--- src/rtl/gc_poll_scheduler_pkg.sv ---
// Shared encodings for the GameCube controller poll scheduler and its per-port trackers.
package gc_pkg;

   typedef enum logic [1:0] {
      CMD_PROBE = 2'd0,
      CMD_PAIR  = 2'd1,
      CMD_POLL  = 2'd2
   } cmd_op_t;

   typedef enum logic [1:0] {
      PS_ABSENT = 2'd0,
      PS_PAIR   = 2'd1,
      PS_POLL   = 2'd2
   } port_state_t;

   typedef enum logic [2:0] {
      ST_IDLE  = 3'd0,
      ST_ISSUE = 3'd1,
      ST_XMIT  = 3'd2,
      ST_WAIT  = 3'd3,
      ST_NEXT  = 3'd4
   } sched_state_t;

   localparam logic [7:0] ID_WIRED      = 8'h09;
   localparam logic [7:0] ID_WB_UNREADY = 8'hA8;

   function automatic cmd_op_t op_for_state(input port_state_t s);
      case (s)
         PS_PAIR: return CMD_PAIR;
         PS_POLL: return CMD_POLL;
         default: return CMD_PROBE;
      endcase
   endfunction

endpackage

--- src/rtl/gc_poll_scheduler_port_tracker.sv ---
// Link state of one controller port: absent/pair/poll, latched WaveBird ID, miss count, reinit latch.
module gc_port_tracker
   import gc_pkg::*;
#(
   parameter int MAX_MISSES = 3
)(
   input  logic        clk,
   input  logic        rst_n,
   input  logic        force_reinit,
   input  logic        is_current,
   input  logic        next_strobe,
   input  logic        pair_done,
   input  logic        probe_rsp,
   input  logic        poll_rsp,
   input  logic        poll_timeout,
   input  logic [23:0] rsp_data,
   output port_state_t state,
   output logic [23:0] id,
   output logic        wavebird
);

   localparam int MISS_W = $clog2(MAX_MISSES + 1);

   port_state_t       state_q, state_d;
   logic [23:0]       id_q, id_d;
   logic [MISS_W-1:0] miss_q, miss_d;
   logic              wb_q, wb_d;
   logic              pend_q, pend_d;
   logic              pend_now;
   logic              apply;

   always_comb begin
      state_d  = state_q;
      id_d     = id_q;
      miss_d   = miss_q;
      wb_d     = wb_q;
      pend_now = pend_q | force_reinit;
      // A reinit on the port being serviced waits for NEXT so the transaction finishes cleanly.
      apply    = pend_now & (~is_current | next_strobe);
      pend_d   = pend_now & ~apply;
      if (apply) begin
         state_d = PS_ABSENT;
         miss_d  = '0;
         wb_d    = 1'b0;
      end else if (pair_done) begin
         state_d = PS_POLL;
         wb_d    = 1'b1;
         miss_d  = '0;
      end else if (probe_rsp) begin
         if (rsp_data[23:16] == ID_WIRED) begin
            state_d = PS_POLL;
            wb_d    = 1'b0;
            miss_d  = '0;
         end else if (rsp_data[23:16] == ID_WB_UNREADY) begin
            state_d = PS_ABSENT;
         end else begin
            state_d = PS_PAIR;
            id_d    = rsp_data;
         end
      end else if (poll_rsp) begin
         miss_d = '0;
      end else if (poll_timeout && (state_q == PS_POLL)) begin
         if (miss_q == MISS_W'(MAX_MISSES - 1)) begin
            state_d = PS_ABSENT;
            wb_d    = 1'b0;
            miss_d  = '0;
         end else begin
            miss_d = miss_q + MISS_W'(1);
         end
      end
   end

   always_ff @(posedge clk or negedge rst_n) begin
      if (!rst_n) begin
         state_q <= PS_ABSENT;
         id_q    <= '0;
         miss_q  <= '0;
         wb_q    <= 1'b0;
         pend_q  <= 1'b0;
      end else begin
         state_q <= state_d;
         id_q    <= id_d;
         miss_q  <= miss_d;
         wb_q    <= wb_d;
         pend_q  <= pend_d;
      end
   end

   assign state    = state_q;
   assign id       = id_q;
   assign wavebird = wb_q;

endmodule

--- src/rtl/gc_poll_scheduler.sv ---
// Round-robin scheduler for the shared GameCube serial transmitter (probe / WaveBird pair / poll).
// Optional GC_RUMBLE_EN adds a rumble input whose bit for the target port rides in cmd_id[0] of POLL.
module gc_poll_scheduler
   import gc_pkg::*;
#(
   parameter int NUM_PORTS    = 4,
   parameter int FRAME_CYCLES = 1000000,
   parameter int RSP_TIMEOUT  = 50000,
   parameter int MAX_MISSES   = 3,
   parameter int PORT_W       = (NUM_PORTS > 1) ? $clog2(NUM_PORTS) : 1
)(
   input  logic                 clk,
   input  logic                 rst_n,
   input  logic                 enable,
   input  logic [NUM_PORTS-1:0] force_reinit,
`ifdef GC_RUMBLE_EN
   input  logic [NUM_PORTS-1:0] rumble,
`endif
   output logic                 cmd_valid,
   input  logic                 cmd_ready,
   output logic [PORT_W-1:0]    cmd_port,
   output logic [1:0]           cmd_op,
   output logic [23:0]          cmd_id,
   input  logic                 cmd_done,
   input  logic                 rsp_valid,
   input  logic [23:0]          rsp_data,
   output logic [NUM_PORTS-1:0] port_ready,
   output logic [NUM_PORTS-1:0] port_is_wavebird,
   output logic                 frame_overrun
);

   localparam int FC_W  = $clog2(FRAME_CYCLES + 1);
   localparam int TMO_W = $clog2(RSP_TIMEOUT + 1);

   sched_state_t      state_q, state_d;
   logic [PORT_W-1:0] idx_q, idx_d;
   logic [FC_W-1:0]   frame_cnt_q, frame_cnt_d;
   logic [TMO_W-1:0]  tmo_q, tmo_d;
   logic              cmd_valid_q, cmd_valid_d;
   logic [PORT_W-1:0] cmd_port_q, cmd_port_d;
   cmd_op_t           cmd_op_q, cmd_op_d;
   logic [23:0]       cmd_id_q, cmd_id_d;
   logic              overrun_q, overrun_d;

   logic                 tick;
   logic                 load;
   logic [PORT_W-1:0]    load_idx;
   cmd_op_t              op_sel;
   logic [NUM_PORTS-1:0] is_current;
   logic [NUM_PORTS-1:0] pair_done, probe_rsp, poll_rsp, poll_timeout;
   logic                 next_strobe;
   port_state_t          pstate [NUM_PORTS];
   logic [23:0]          pid    [NUM_PORTS];
   logic [NUM_PORTS-1:0] pwb;

   assign tick        = (frame_cnt_q == FC_W'(FRAME_CYCLES - 1));
   assign frame_cnt_d = tick ? '0 : frame_cnt_q + FC_W'(1);

   always_comb begin
      state_d      = state_q;
      idx_d        = idx_q;
      tmo_d        = tmo_q;
      cmd_valid_d  = cmd_valid_q;
      cmd_port_d   = cmd_port_q;
      cmd_op_d     = cmd_op_q;
      cmd_id_d     = cmd_id_q;
      overrun_d    = tick && (state_q != ST_IDLE);
      load         = 1'b0;
      load_idx     = idx_q;
      op_sel       = CMD_PROBE;
      pair_done    = '0;
      probe_rsp    = '0;
      poll_rsp     = '0;
      poll_timeout = '0;
      next_strobe  = 1'b0;
      case (state_q)
         ST_IDLE: begin
            if (tick && enable) begin
               load     = 1'b1;
               load_idx = '0;
            end
         end
         ST_ISSUE: begin
            if (cmd_ready) begin
               cmd_valid_d = 1'b0;
               state_d     = ST_XMIT;
            end
         end
         ST_XMIT: begin
            if (cmd_done) begin
               if (cmd_op_q == CMD_PAIR) begin
                  pair_done[idx_q] = 1'b1;
                  state_d          = ST_NEXT;
               end else begin
                  tmo_d   = '0;
                  state_d = ST_WAIT;
               end
            end
         end
         ST_WAIT: begin
            tmo_d = tmo_q + TMO_W'(1);
            // A response landing on the timeout cycle still counts as an answer.
            if (rsp_valid) begin
               if (cmd_op_q == CMD_PROBE) probe_rsp[idx_q] = 1'b1;
               else                       poll_rsp[idx_q]  = 1'b1;
               state_d = ST_NEXT;
            end else if (tmo_q == TMO_W'(RSP_TIMEOUT - 1)) begin
               poll_timeout[idx_q] = (cmd_op_q == CMD_POLL);
               state_d             = ST_NEXT;
            end
         end
         ST_NEXT: begin
            next_strobe = 1'b1;
            if (idx_q == PORT_W'(NUM_PORTS - 1)) begin
               state_d = ST_IDLE;
            end else begin
               load     = 1'b1;
               load_idx = idx_q + PORT_W'(1);
            end
         end
         default: state_d = ST_IDLE;
      endcase
      if (load) begin
         op_sel      = op_for_state(pstate[load_idx]);
         state_d     = ST_ISSUE;
         idx_d       = load_idx;
         cmd_valid_d = 1'b1;
         cmd_port_d  = load_idx;
         cmd_op_d    = op_sel;
         cmd_id_d    = '0;
         if (op_sel == CMD_PAIR) cmd_id_d = pid[load_idx];
`ifdef GC_RUMBLE_EN
         if (op_sel == CMD_POLL) cmd_id_d = {23'd0, rumble[load_idx]};
`endif
      end
   end

   always_ff @(posedge clk or negedge rst_n) begin
      if (!rst_n) begin
         state_q     <= ST_IDLE;
         idx_q       <= '0;
         frame_cnt_q <= '0;
         tmo_q       <= '0;
         cmd_valid_q <= 1'b0;
         cmd_port_q  <= '0;
         cmd_op_q    <= CMD_PROBE;
         cmd_id_q    <= '0;
         overrun_q   <= 1'b0;
      end else begin
         state_q     <= state_d;
         idx_q       <= idx_d;
         frame_cnt_q <= frame_cnt_d;
         tmo_q       <= tmo_d;
         cmd_valid_q <= cmd_valid_d;
         cmd_port_q  <= cmd_port_d;
         cmd_op_q    <= cmd_op_d;
         cmd_id_q    <= cmd_id_d;
         overrun_q   <= overrun_d;
      end
   end

   for (genvar g = 0; g < NUM_PORTS; g++) begin : g_port
      assign is_current[g] = (state_q != ST_IDLE) && (idx_q == PORT_W'(g));

      gc_port_tracker #(
         .MAX_MISSES (MAX_MISSES)
      ) u_trk (
         .clk          (clk),
         .rst_n        (rst_n),
         .force_reinit (force_reinit[g]),
         .is_current   (is_current[g]),
         .next_strobe  (next_strobe),
         .pair_done    (pair_done[g]),
         .probe_rsp    (probe_rsp[g]),
         .poll_rsp     (poll_rsp[g]),
         .poll_timeout (poll_timeout[g]),
         .rsp_data     (rsp_data),
         .state        (pstate[g]),
         .id           (pid[g]),
         .wavebird     (pwb[g])
      );

      assign port_ready[g]       = (pstate[g] == PS_POLL);
      assign port_is_wavebird[g] = pwb[g];
   end

   assign cmd_valid     = cmd_valid_q;
   assign cmd_port      = cmd_port_q;
   assign cmd_op        = cmd_op_q;
   assign cmd_id        = cmd_id_q;
   assign frame_overrun = overrun_q;

endmodule
--- config.mk ---
export PLATFORM = sky130hd
export DESIGN_NAME = gc_poll_scheduler
export DESIGN_NICKNAME = d
export VERILOG_FILES = /design/src/rtl/gc_poll_scheduler_pkg.sv /design/src/rtl/gc_poll_scheduler_port_tracker.sv /design/src/rtl/gc_poll_scheduler.sv
export SDC_FILE = /design/constraint.sdc
export NUM_CORES = 1
export LEC_CHECK = 0
export ABC_AREA = 1
export BUFFER_PORTS_ARGS = -buffer_cell sky130_fd_sc_hd__buf_2
export CORE_MARGIN = 1
export CORE_UTILIZATION = 30
export CTS_BUF_LIST = sky130_fd_sc_hd__clkbuf_16
export DETAILED_ROUTE_END_ITERATION = 7
export PLACE_DENSITY = 0.45
export SETUP_SLACK_MARGIN = 0.2
export SYNTH_ARGS = -nofsm -noshare
export SYNTH_HDL_FRONTEND = slang
export SYNTH_SLANG_ARGS = --single-unit
--- constraint.sdc ---
create_clock -name clk -period 3.6 [get_ports clk]
set_input_delay 0.18 -clock clk [delete_from_list [all_inputs] [get_ports clk]]
set_output_delay 0.18 -clock clk [all_outputs]
set_load 0.1 [all_outputs]
# [Word level (Yosys, flattened, before mapping)]
# Cells that the tools add are included.
[totals] reg_bits=189 input_bits=34 out_inout_bits=38 word_cells=279
[classes] n_addsub=7 n_lt_le_gt_ge=3 eq_ne=39 muxes=121 bitwise=32 n_reduce_logical=49
[ops] op="$mux 2" count=55
[ops] op="$mux 24" count=3
[ops] op="$bmux 24 s2" count=1
[ops] op="$mux 4" count=12
[ops] op="$mux 1" count=33
[ops] op="$mux 16" count=2
[ops] op="$pmux 16 s2" count=1
[ops] op="$reduce_bool 4->1" count=8
[ops] op="$reduce_and 5->1" count=5
[ops] op="$eq 2x2->1 const B" count=12
[ops] op="$mux 3" count=7
[ops] op="$add 20x1->20 const B" count=1
[ops] op="$eq 20x20->1 const B" count=1
[ops] op="$mux 20" count=1
[ops] op="$reduce_bool 5->1" count=4
[ops] op="$add 16x1->16 const B" count=1
[ops] op="$eq 16x16->1 const B" count=1
[ops] op="$ne 4x2->1 const B" count=4
[ops] op="$ne 4x3->1 const B" count=4
[ops] op="$reduce_and 4->1" count=4
[ops] op="$pmux 3 s5" count=1
[ops] op="$reduce_and 3->1" count=5
[ops] op="$not 1->1" count=14
[ops] op="$logic_and 1x1->1" count=11
[ops] op="26 further kinds" count=60

# [Depth between registers and ports, before layout]
# Gate-level depths: netlist of run 1.
[logic_depth] depth_word=14 mapped_depth=15 depth_no_buf=14

# [Modules after synthesis]
# From an unflattened synthesis of run 1, not the netlist that was laid out.
[hier_totals] hier_cells=1432 area_unflattened_um2=10347.4
[by_module_without_submodules] module="gc_port_tracker" n_inst=4 cells_each=176 area_each_um2=1427.6 seq_area_each_um2=750.7
[by_module_without_submodules] module="gc_poll_scheduler" n_inst=1 cells_each=728 area_each_um2=4636.9 seq_area_each_um2=1726.7

# [Worst setup path before layout of run 1]
# No wires, ideal clock.
[synth_timing] path_kind="reg2reg" from="register g_port[3].u_trk.state_q[0]" to="register g_port[3].u_trk.wb_q" setup_ns=0.123 t_arrival_ns=2.391 t_required_ns=3.477 setup_slack_ns=1.086 path_stages_with_launch=8 n_path_buf=0 synth_period_minus_slack_ns=2.514 path_cell_list="dfrtp_1 > nor2_1 > nand3b_1 > nor2_1 > nand3_1 > and2_1 > o21ai_0 > nand2_1"
[synth_via] elab_chain_cells=4
[synth_lines] item="from (decl)" line="gc_poll_scheduler_port_tracker.sv:24" source="port_state_t state_q, state_d;"
[synth_lines] item="from (signal assigned)" line="gc_poll_scheduler_port_tracker.sv:81" source="state_q <= state_d;"
[synth_lines] item="$eq 2x2->1"
[synth_lines] item="net port_ready[3]" line="gc_poll_scheduler.sv:27" source="output logic [NUM_PORTS-1:0] port_ready,"
[synth_lines] item="$logic_and 1x1->1" line="gc_poll_scheduler_port_tracker.sv:62" source="end else if (poll_timeout && (state_q == PS_POLL)) begin"
[synth_lines] item="$reduce_bool 4->1 (no source line)"
[synth_lines] item="$reduce_and 4->1 (no source line)"
[synth_lines] item="to (signal assigned)" line="gc_poll_scheduler_port_tracker.sv:84" source="wb_q <= wb_d;"
[synth_lines] item="to (decl)" line="gc_poll_scheduler_port_tracker.sv:27" source="logic wb_q, wb_d;"
# The timed path passes the listed nets, and every way through them passes these cells.
# A chain may end at the register's enable or synchronous reset.

# [Worst setup path in the final report of run 1]
[layout_timing] from="register frame_cnt_q[0]" to="register cmd_id_q[16], in the netlist cmd_id[16]"
[layout_via] elab_chain_cells=13 word_cells_on_any_way=19 cone_classes="eq/ne: 4; mux: 13; bitwise: 1; reduce/logical: 1"
[layout_lines] item="from (decl)" line="gc_poll_scheduler.sv:37" source="logic [FC_W-1:0] frame_cnt_q, frame_cnt_d;"
[layout_lines] item="from (signal assigned)" line="gc_poll_scheduler.sv:152" source="frame_cnt_q <= frame_cnt_d;"
[layout_lines] item="$eq 20x20->1 (*)" line="gc_poll_scheduler.sv:56" source="assign tick = (frame_cnt_q == FC_W'(FRAME_CYCLES - 1));"
[layout_lines] item="$logic_and 1x1->1 (*)" line="gc_poll_scheduler.sv:78" source="if (tick && enable) begin"
[layout_lines] item="$mux 2" line="gc_poll_scheduler.sv:78"
[layout_lines] item="$pmux 2 s2" line="gc_poll_scheduler.sv:76" source="case (state_q)"
[layout_lines] item="$not 2->3 (not written as such)" line="gc_poll_scheduler.sv:124, gc_poll_scheduler.sv:131"
[layout_lines] item="$bmux 2 s2" line="gc_poll_scheduler.sv:124" source="op_sel = op_for_state(pstate[load_idx]);"
[layout_lines] item="$mux 2 (not written as such) (2 in a row)" line="gc_poll_scheduler.sv:124"
[layout_lines] item="$eq 2x2->1 or $eq 2x1->1 (tied branches)" line="gc_poll_scheduler_pkg.sv:28" source="case (s)"
[layout_lines] item="$pmux 2 s2" line="gc_poll_scheduler_pkg.sv:28"
[layout_lines] item="$mux 2" line="gc_poll_scheduler.sv:123" source="if (load) begin"
[layout_lines] item="$eq 2x1->1" line="gc_poll_scheduler.sv:131" source="if (op_sel == CMD_PAIR) cmd_id_d = pid[load_idx];"
[layout_lines] item="$mux 24" line="gc_poll_scheduler.sv:131"
[layout_lines] item="to (signal assigned)" line="gc_poll_scheduler.sv:157" source="cmd_id_q <= cmd_id_d;"
[layout_lines] item="to (decl)" line="gc_poll_scheduler.sv:42" source="logic [23:0] cmd_id_q, cmd_id_d;"
# Mark *: on every way between the ends. The rest lies on a longest branch, timed or not. The select of a mux whose other input is x is not followed.

==> out/qor.yml, run 1 <==
drc: 14
min-delay-start: "rsp_data[19]"
synthCells: 1215
clk_pin_slew_ns: 0.08
clock_path_buffers: 2
rr_worst_depth: 14
async_flop_share_pct: 100
htreeDepth: 4
ys_top_cells_by_count: "nand2_1, dfrtp_1, inv_1"
worst_setup_path_start_kind: "flop"
core_sq_um: 30700
r2r_start: "frame_cnt_q[0]$_DFF_PN0_"
power.density_nw_per_um2: 579
fin_crit_ns: 2.82
place_inst: 1648
holdCritPathClass: "in -> reg"
grtUsageTotal_pct: 16.7
clock-sinks: 189
setup_slack_ns: 0.775
antenna_found_initial: 0
area_delta_synth_final_pct: 16.1
grt_max_degree: 81
ios: 72
violations: "DRC"
hold_violations: 0
synth.avg_cell_area_sq_um: 7.76
fin_setup_tns_ns: 0
design.die.area_sq_um: 32200
drive_gt1_share_pct: 11.2
crit_required_ns: 3.98
place_ws_ns: 0.714
vdd_drop_max_uv: 340
overflow: 0
rr_endpoint: "cmd_id[16]$_DFFE_PN0P_"
max_slew_margin_pct: 47.5
diodes: 0
clock_latency_ns: 0.44
yosys.cell_count.top_type: "nand2_1"
path_max_fanout: 31
syn_area_sq_um: 9430
layout.cells.non_filler: 1702
fill_cells: 3345
die_h_microns: 179
cts_setup_buffers: 0
vias_per_cell: 4.63
grt_pass1_wl_microns: 41500
fin_nets: 1329
critPathKind: "reg -> reg"
tritoncts: "done"
start_util_pct: 30.7
drtIter0Drc: 526
min_path_cells: 3
die_w_microns: 179
setup_viol: 0
ant_nets: 0
rows: 64
synth_fp_nets: 1251
total_power_mw: 6.34
detail_route.wl_per_cell_microns: 14.7
power_leakage_nw: 5.63
place.gp.congestion: 0.829
slew_violations: 0
yosysTopAreaCellShare_pct: 50.1
synth_ff_type: "dfrtp_1"
finalCritPeriodShare_pct: 78.5
finClkSkew_ns: 0.0162
yosysWarnings: 0
place_hpwl_microns: 17200
synth-seq-cells: 189
synth.area.top_cells: "dfrtp_1, nand2_1, inv_1, o21ai_0, nor2_1"
grt_pass1_vias: 7792
arrival_ns: 3.20
max_cap_viol_count: 0
ys_types: 38
worst_pin_slew_ns: 0.788
numCtsBuffers: 17
vias: 7885
crit_path_end_kind: "flop"
reg2reg_slack_ns: 0.78
ys_seq_area_share_pct: 50.1
root_buffer: "clkbuf_16"
fmax_ghz: 0.354
yosys.area.top_type: "dfrtp_1"
io_buffers: 71
drt_pass1_iterations: 7
rsz0062_at_grt: "no"
min_to: "g_port[3].u_trk.id[19]$_DFFE_PN0P_"
routed_wl_microns: 25000
status: "finished, violations left"
synth-edff-count: 0
## cells in the final DEF (no fill, tap or decap), drive strengths merged, types with 4 or more instances in the layout
cell type and count:
buf 82, nor2 120, nand2 335, clkbuf 18, nand3 81, o211ai 4, o21ai 151, nor4 7
a21oi 21, inv 178, nand3b 27, nand4 19, dfrtp 189, dlygate4sd3 22, xor2 6, nor3 20
clkinv 5
## state kept, by name, indices dropped and copies added, names as in the netlist
register               flops
cmd_id                    24
g_port.u_trk.state         8
g_port.u_trk.pend_q        4
state_q                    3
g_port.u_trk.miss_q        8
cmd_port                   2
frame_cnt_q               20
frame_overrun              1
tmo_q                     16
g_port.u_trk.wavebird      4
g_port.u_trk.id           96
cmd_op                     2
cmd_valid                  1
## worst max-delay path: stages (launching register included)
cell	delay (ns)
dfrtp_1	0.40
ha_1	0.21
nand2_1	0.06
inv_1	0.04
nand2_1	0.13
nor2_2	0.07
nand3_2	0.09
nand2_4	0.24
nand2_4	0.39
nand2_1	0.09
nand3_1	0.08
nand2_1	0.12
nor2_4	0.58
nand3_1	0.15
nand2_1	0.10
## through the flow
| step | utilization (%) | hold slack, ns | instance area (sq um) |
|---|---|---|---|
| after floorplan | - | -0.116 | 9430 |
| after global placement | 32.9 | 0.264 | 10100 |
| after detailed placement | 32.9 | 0.266 | 10100 |
| after CTS | 35.6 | 0.00348 | 11000 |
| after global routing | 35.6 | 0.0286 | 11000 |
| final | 35.6 | 0.0154 | 11000 |
## repair_timing
item,CTS,global route
gates resized for setup,0,0
endpoints found under the hold margin,98,0
hold buffers,22,0
## layer usage
metal  share of wire (%)  up-vias  GRT usage, %
met1                  51     3721          23.4
li1                    -     4021             -
met5                   0        -             0
met3                 3.5       12          3.20
met4                0.83        0          3.08
met2                  44      131          27.0
## final cells by class
class,count,area [sq um],share of cell area [%]
clock buffer,17,425,3.88
clock inverter,15,179,1.63
inverter,171,642,5.86
multi-input combinational,809,3770,34.4
sequential,189,4730,43.2
tap,396,495,4.52
timing repair buffer,105,712,6.50
## power breakdown
group | leakage [nW] | total [mW] | switching, mW | internal, mW
combinational | 2.86 | 1.91 | 1.41 | 0.503
sequential | 2.47 | 2.47 | 0.135 | 2.34
clock | 0.298 | 1.96 | 0.912 | 1.05
## logic make-up after synthesis
kind of cell | Yosys count | share of synthesized area [%]
flip-flops | 189 | 50.1
buffers and inverters | 217 | 10.1
AND/OR/NAND/NOR | 612 | 28.4
adder cells (fa/ha/maj) | 2 | 0.265
XOR/XNOR | 8 | 0.743
AO/OA/AOI/OAI | 187 | 10.3
## worst max path at each step
stage / start / to / slack, ns
floorplan: g_port[3].u_trk.state[0]$_DFFE_PN0P_ / g_port[3].u_trk.wavebird$_DFFE_PN0P_ / 1.09
global placement: frame_cnt_q[0]$_DFF_PN0_ / cmd_id[0]$_DFFE_PN0P_ / 0.80
detailed placement: frame_cnt_q[0]$_DFF_PN0_ / cmd_id[23]$_DFFE_PN0P_ / 0.71
CTS: frame_cnt_q[0]$_DFF_PN0_ / cmd_id[23]$_DFFE_PN0P_ / 0.71
global route: frame_cnt_q[0]$_DFF_PN0_ / cmd_id[6]$_DFFE_PN0P_ / 0.46
finish: frame_cnt_q[0]$_DFF_PN0_ / cmd_id[16]$_DFFE_PN0P_ / 0.78
(Power assumes the default switching activity.)
==> run 2, diff against run 1 <==
Settings changed: PLACE_DENSITY 0.45 to 0.46.
Clock period 3.6 ns to 2.5 ns, I/O delays scaled along.
==> out/qor.yml, run 2 (synthesis gave the netlist of run 1 again) <==
status: "finished, violations left"  # unchanged
violations: "DRC"  # unchanged
fin_crit_ns: 2.18  # was 2.82 ns
power.density_nw_per_um2: 812  # was 579 nW/um^2
clk_pin_slew_ns: 0.08  # about the same
power_leakage_nw: 5.83  # was 5.63 nW
reg2reg_slack_ns: 0.32  # was 0.78 ns
rsz0062_at_grt: "no"  # unchanged
core_sq_um: 30700  # unchanged
io_buffers: 71  # unchanged
fill_cells: 3265  # was 3345
path_max_fanout: 6  # was 31
drtIter0Drc: 440  # was 526
drt_pass1_iterations: 6  # was 7
grtUsageTotal_pct: 16.7  # about the same
root_buffer: "clkbuf_16"  # unchanged
cpLargestDelayFamily: "simple AND/OR/NAND/NOR gates"  # unchanged
ant_nets: 0  # unchanged
clock_path_buffers: 2  # unchanged
die_w_microns: 179  # unchanged
rows: 64  # unchanged
layout_common_cells: "nand2_1, dfrtp_1, inv_1"  # unchanged
tritoncts: "done"  # unchanged
design.die.area_sq_um: 32200  # unchanged
worst_pin_slew_ns: 0.508  # was 0.788 ns
rr_endpoint: "cmd_id[9]$_DFFE_PN0P_"  # was cmd_id[16]$_DFFE_PN0P_
path_buf_inv: 3  # was 1
hold_violations: 0  # unchanged
die_h_microns: 179  # unchanged
slew_violations: 0  # unchanged
antenna_found_initial: 0  # unchanged
max_slew_margin_pct: 66.1  # was 47.5%
min-delay-start: "cmd_ready"  # was rsp_data[19]
r2r_start: "frame_cnt_q[13]$_DFF_PN0_"  # was frame_cnt_q[0]$_DFF_PN0_
fmax_ghz: 0.458  # was 0.354 GHz
vdd_drop_max_uv: 470  # was 340 uV
fin_nets: 1358  # was 1329
routed_wl_microns: 25900  # was 25000 microns
slowest_delay_ns: 0.43  # was 0.58 ns
htreeDepth: 4  # unchanged
crit_path_end_kind: "flop"  # unchanged
total_power_mw: 9.28  # was 6.34 mW
numCtsBuffers: 17  # unchanged
critPathKind: "reg -> reg"  # unchanged
fin_setup_tns_ns: 0  # unchanged
worst_setup_path_start_kind: "flop"  # unchanged
place_hpwl_microns: 16900  # was 17200 microns
grt_max_degree: 57  # was 81
finalCritPeriodShare_pct: 87.3  # was 78.5%
largest_reg_flops: 96  # unchanged
area_delta_synth_final_pct: 21.1  # was 16.1%
ios: 72  # unchanged
vias_per_cell: 4.59  # was 4.63
drive_gt1_share_pct: 14.1  # was 11.2%
drc: 12  # was 14
rr_worst_depth: 14  # unchanged
setup_viol: 0  # unchanged
grt_pass1_wl_microns: 41400  # was 41500 microns
max_cap_viol_count: 0  # unchanged
arrival_ns: 2.57  # was 3.20 ns
min_to: "cmd_valid$_DFFE_PN0P_"  # was g_port[3].u_trk.id[19]$_DFFE_PN0P_
vias: 7952  # was 7885
diodes: 0  # unchanged
place.gp.congestion: 0.786  # was 0.829
critical_path.cell_chain: "buf_4 -> nor2_1 -> nand2_1 -> nor2_2 -> nand4_1 -> nor2_4 -> nor2_4 -> nand3_1 -> nand2_2 -> nor2_4 -> buf_12 -> clkbuf_16 -> nand3_1 -> nand2_1"  # was ha_1 -> nand2_1 -> inv_1 -> nand2_1 -> nor2_2 -> nand3_2 -> nand2_4 -> nand2_4 -> nand2_1 -> nand3_1 -> nand2_1 -> nor2_4 -> nand3_1 -> nand2_1
overflow: 0  # unchanged
min_path_cells: 4  # was 3
clock_latency_ns: 0.44  # about the same
layout_commonest_cell: "nand2_1"  # unchanged
finClkSkew_ns: 0.0248  # was 0.0162 ns
start_util_pct: 30.7  # unchanged
grt_pass1_vias: 7823  # was 7792
path_common_cell: "nor2_4"  # was nand2_1
critPathSlowestCell: "dfrtp_1"  # was nor2_4
crit_required_ns: 2.88  # was 3.98 ns
detail_route.wl_per_cell_microns: 15.0  # was 14.7 microns
clock-sinks: 189  # unchanged
holdCritPathClass: "in -> reg"  # unchanged
## run 2: changes by cell type in the layout (fill, tap and decap cells not counted), sizes merged
cell,before,now
bufinv,2,1
clkinvlp,1,0
inv,178,177
buf,82,104
clkinv,5,8
dlygate4sd3,22,26
clkbuf,18,21
## run 2: final cells by class
type                    count  area, sq um  share of cell area [%]
repair buffers            134         1090                    9.52
inverters                 171          642                    5.62
multi-input cells         809         3840                    33.6
clock inverters            15          198                    1.73
clock buffers              17          425                    3.72
flip-flops and latches    189         4730                    41.4
well taps                 396          495                    4.34
## run 2: where the power goes
part	total [mW]	leakage, nW	switching [mW]	internal, mW
Sequential	3.55	2.46	0.189	3.37
Combinational	2.87	3.07	2.07	0.801
Clock	2.85	0.304	1.40	1.45
## run 2: worst max-delay path by stage
stage                                    from                     end  slack [ns]  depth (start not counted)
finish              frame_cnt_q[13]$_DFF_PN0_   cmd_id[9]$_DFFE_PN0P_        0.32                         14
global route         frame_cnt_q[8]$_DFF_PN0_   cmd_id[6]$_DFFE_PN0P_        0.19                         14
CTS                  frame_cnt_q[0]$_DFF_PN0_  cmd_id[14]$_DFFE_PN0P_        0.32                         14
detailed placement   frame_cnt_q[0]$_DFF_PN0_   cmd_id[9]$_DFFE_PN0P_        0.33                         14
global placement       state_q[2]$_DFFE_PN0P_   tmo_q[15]$_DFFE_PN0P_        0.39                         12
floorplan               cmd_op[1]$_DFFE_PN0P_   tmo_q[15]$_DFFE_PN0P_        0.20                         11
## run 2: layer usage
layer / wire [microns] / global-route usage, % / part of all wire, %
met1: 13300 / 23.5 / 51
met2: 11700 / 26.6 / 45
met3: 621 / 2.29 / 2.4
met4: 333 / 4.94 / 1.3
met5: 0 / 0 / 0
## run 2: through the flow
stage	cells	cell area (sq um)	util, %	hold WS (ns)	setup slack (ns)
final	1731	11400	37.2	0.0363	0.317
after global routing	1731	11400	37.2	0.0334	0.187
after CTS	1721	11200	36.5	0.0111	0.319
after detailed placement	1663	10300	33.6	0.147	0.327
after global placement	1663	10300	33.6	0.151	0.393
after floorplan	1215	9440	-	-0.171	0.203
## run 2: worst min-delay path, stage by stage
cell     delay (ns)
buf_2          0.10
inv_1          0.06
o21ai_0        0.08
nand2_1        0.07
## run 2: timing repair
action	CTS	global route
endpoints found under the setup margin	0	34
resized for setup	0	20
endpoints found under the hold margin	108	0
hold buffers	26	0
setup buffers	0	6
==> run 3, diff against run 2 <==
Settings changed: HOLD_SLACK_MARGIN set to 0.1.
Clock period 2.5 ns to 1.85 ns, I/O delays scaled along.
==> out/qor.yml, run 3 (synthesis gave the netlist of run 1 again) <==
finalCritPeriodShare_pct: 113  # was 87.3%
numCtsBuffers: 17  # unchanged
critPathKind: "reg -> reg"  # unchanged
ant_nets: 0  # unchanged
die_w_microns: 179  # unchanged
grt_use_met1_pct: 27.4  # was 23.5%
critPathSlowestCell: "dfrtp_4"  # was dfrtp_1
vias: 9208  # was 7952
grt_pass1_wl_microns: 49700  # was 41400 microns
use_met2_pct: 33.1  # was 26.6%
diodes: 0  # unchanged
fmax_ghz: 0.476  # was 0.458 GHz
grt_max_degree: 42  # was 57
placed_cell_area_sq_um: 11600  # was 10300 sq um
die_h_microns: 179  # unchanged
core_sq_um: 30700  # unchanged
worst_setup_path_start_kind: "flop"  # unchanged
start_util_pct: 30.7  # unchanged
io_buffers: 71  # unchanged
drtIter0Drc: 455  # was 440
power_leakage_nw: 7.54  # was 5.83 nW
power.density_nw_per_um2: 958  # was 812 nW/um^2
clock-sinks: 189  # unchanged
ios: 72  # unchanged
fin_crit_ns: 2.10  # was 2.18 ns
area_delta_synth_final_pct: 60.3  # was 21.1%
layout_commonest_cell: "nand2_1"  # unchanged
place_hpwl_microns: 19100  # was 16900 microns
arrival_ns: 2.44  # was 2.57 ns
status: "finished, violations left"  # unchanged
setup_viol: 101  # was 0
critical_path.cell_chain: "buf_6 -> nor2_4 -> inv_1 -> o21ai_0 -> o21bai_4 -> nand3_1 -> nand2_4 -> nor2_4 -> buf_12 -> clkbuf_16 -> nand3_1 -> nand2_1"  # was buf_4 -> nor2_1 -> nand2_1 -> nor2_2 -> nand4_1 -> nor2_4 -> nor2_4 -> nand3_1 -> nand2_2 -> nor2_4 -> buf_12 -> clkbuf_16 -> nand3_1 -> nand2_1
vdd_drop_max_uv: 694  # was 470 uV
p_comb_share_pct: 40.1  # was 30.9%
hold_violations: 0  # unchanged
rows: 64  # unchanged
antenna_found_initial: 0  # unchanged
worst_pin_slew_ns: 0.499  # was 0.508 ns
clk_pin_slew_ns: 0.08  # about the same
p_switching_mw: 5.74  # was 3.66 mW
tritoncts: "done"  # unchanged
vias_per_cell: 4.71  # was 4.59
slowest_delay_ns: 0.49  # was 0.43 ns
power.internal_mw: 8.74  # was 5.62 mW
max_slew_margin_pct: 67.0  # was 66.1%
drive_gt1_share_pct: 42.4  # was 14.1%
fin_nets: 1581  # was 1358
layout_common_cells: "nand2_1, dfrtp_1, buf_4"  # was nand2_1, dfrtp_1, inv_1
crit_path_end_kind: "flop"  # unchanged
design.die.area_sq_um: 32200  # unchanged
design_area_sq_um: 15100  # was 11400 sq um
violations: "DRC, setup timing"  # was DRC
use_met3_pct: 3.46  # was 2.29%
swShare_pct: 39.7  # was 39.5%
finClkSkew_ns: 0.0164  # was 0.0248 ns
max_cap_viol_count: 0  # unchanged
clock_path_buffers: 2  # unchanged
pwr-share-clk_pct: 26.6  # was 30.7%
fin_setup_tns_ns: -8.45  # was 0 ns
slew_violations: 0  # unchanged
routed_wl_microns: 32000  # was 25900 microns
crit_required_ns: 2.19  # was 2.88 ns
place_ws_ns: -0.453  # was 0.327 ns
setup_slack_ns: -0.249  # was 0.317 ns
path_buf_inv: 4  # was 3
path_max_fanout: 5  # was 6
busiest_layer: "met2"  # unchanged
root_buffer: "clkbuf_16"  # unchanged
drc: 12  # unchanged
rsz0062_at_grt: "yes"  # was no
holdCritPathClass: "in -> async"  # was in -> reg
detail_route.wl_per_cell_microns: 16.4  # was 15.0 microns
cpLargestDelayFamily: "simple AND/OR/NAND/NOR gates"  # unchanged
grt_pass1_vias: 9172  # was 7823
drt_pass1_iterations: 8  # was 6
clock_latency_ns: 0.45  # was 0.44 ns
largest_reg_flops: 96  # unchanged
htreeDepth: 4  # unchanged
overflow: 0  # unchanged
grtUsageTotal_pct: 20.3  # was 16.7%
place.gp.congestion: 0.846  # was 0.786
power_frac_seq_pct: 33.4  # was 38.3%
[run 3: timing repair]
item                                   in CTS  in global routing
pin swaps                                  58                 86
gates resized for setup                   231                251
buffers inserted                           44                 22
setup endpoints to repair                 165                176
hold buffers                               35                  0
gates cloned                               13                  9
endpoints found under the hold margin     288                  0
[run 3: worst paths after layout]
| kind | start | endpoint | slack [ns] | cells after the start |
|---|---|---|---|---|
| max reg2reg | cmd_port[0]$_DFFE_PN0P_ | cmd_id[21]$_DFFE_PN0P_ | -0.25 | 12 |
| min reg2reg | cmd_id[22]$_DFFE_PN0P_ | cmd_id[22]$_DFFE_PN0P_ | 0.47 | 2 |
| max | cmd_port[0]$_DFFE_PN0P_ | cmd_id[21]$_DFFE_PN0P_ | -0.25 | 12 |
| min | rst_n | frame_cnt_q[17]$_DFF_PN0_ | 0.12 | 2 |
| min in group clk | rsp_data[16] | g_port[1].u_trk.id[16]$_DFFE_PN0P_ | 0.13 | 4 |
| max in group asynchronous | rst_n | g_port[1].u_trk.id[7]$_DFFE_PN0P_ | 1.10 | 3 |
[run 3: area by class of cell]
type	instances	area (sq um)
multi-input combinational	812	5150
clock buffer	17	425
clock inverter	15	175
timing repair buffer	353	3450
tap	396	495
timing repair inverter	1	7.51
inverter	171	669
sequential	189	4740
fill	2965	15600
[run 3: metrics by stage]
step	utilization, %	hold WS, ns	instances	total power [mW]
after global placement	37.8	0.0373	1799	9.46
after CTS	45.3	0.120	1923	14.2
after global routing	49.2	0.134	1954	15.3
final	49.2	0.119	1954	14.5
after detailed placement	37.8	0.0370	1799	9.48
after floorplan	-	-0.203	1215	7.98
[run 3: metal layers]
metal	up-vias	share of wire, %	wire length [microns]
li1	4563	-	-
met1	4444	46	14700
met2	170	48	15200
met3	31	4.5	1430
met4	0	2.0	633
met5	-	0	0
[run 3: worst reg2reg max path: stages (launching register included)]
cell	delay, ns
dfrtp_4	0.49
buf_6	0.14
nor2_4	0.10
inv_1	0.09
o21ai_0	0.19
o21bai_4	0.25
nand3_1	0.16
nand2_4	0.11
nor2_4	0.05
buf_12	0.14
clkbuf_16	0.15
nand3_1	0.07
nand2_1	0.05
[run 3: power by group through the flow]
| stage | Clock [mW] | Combinational (mW) | Sequential (mW) |
|---|---|---|---|
| finish | 3.85 | 5.81 | 4.83 |
| global route | 4.10 | 6.32 | 4.90 |
| CTS | 3.93 | 5.42 | 4.81 |
| detailed placement | 0 | 4.60 | 4.88 |
| global placement | 0 | 4.58 | 4.88 |
| floorplan | 0 | 2.72 | 5.27 |
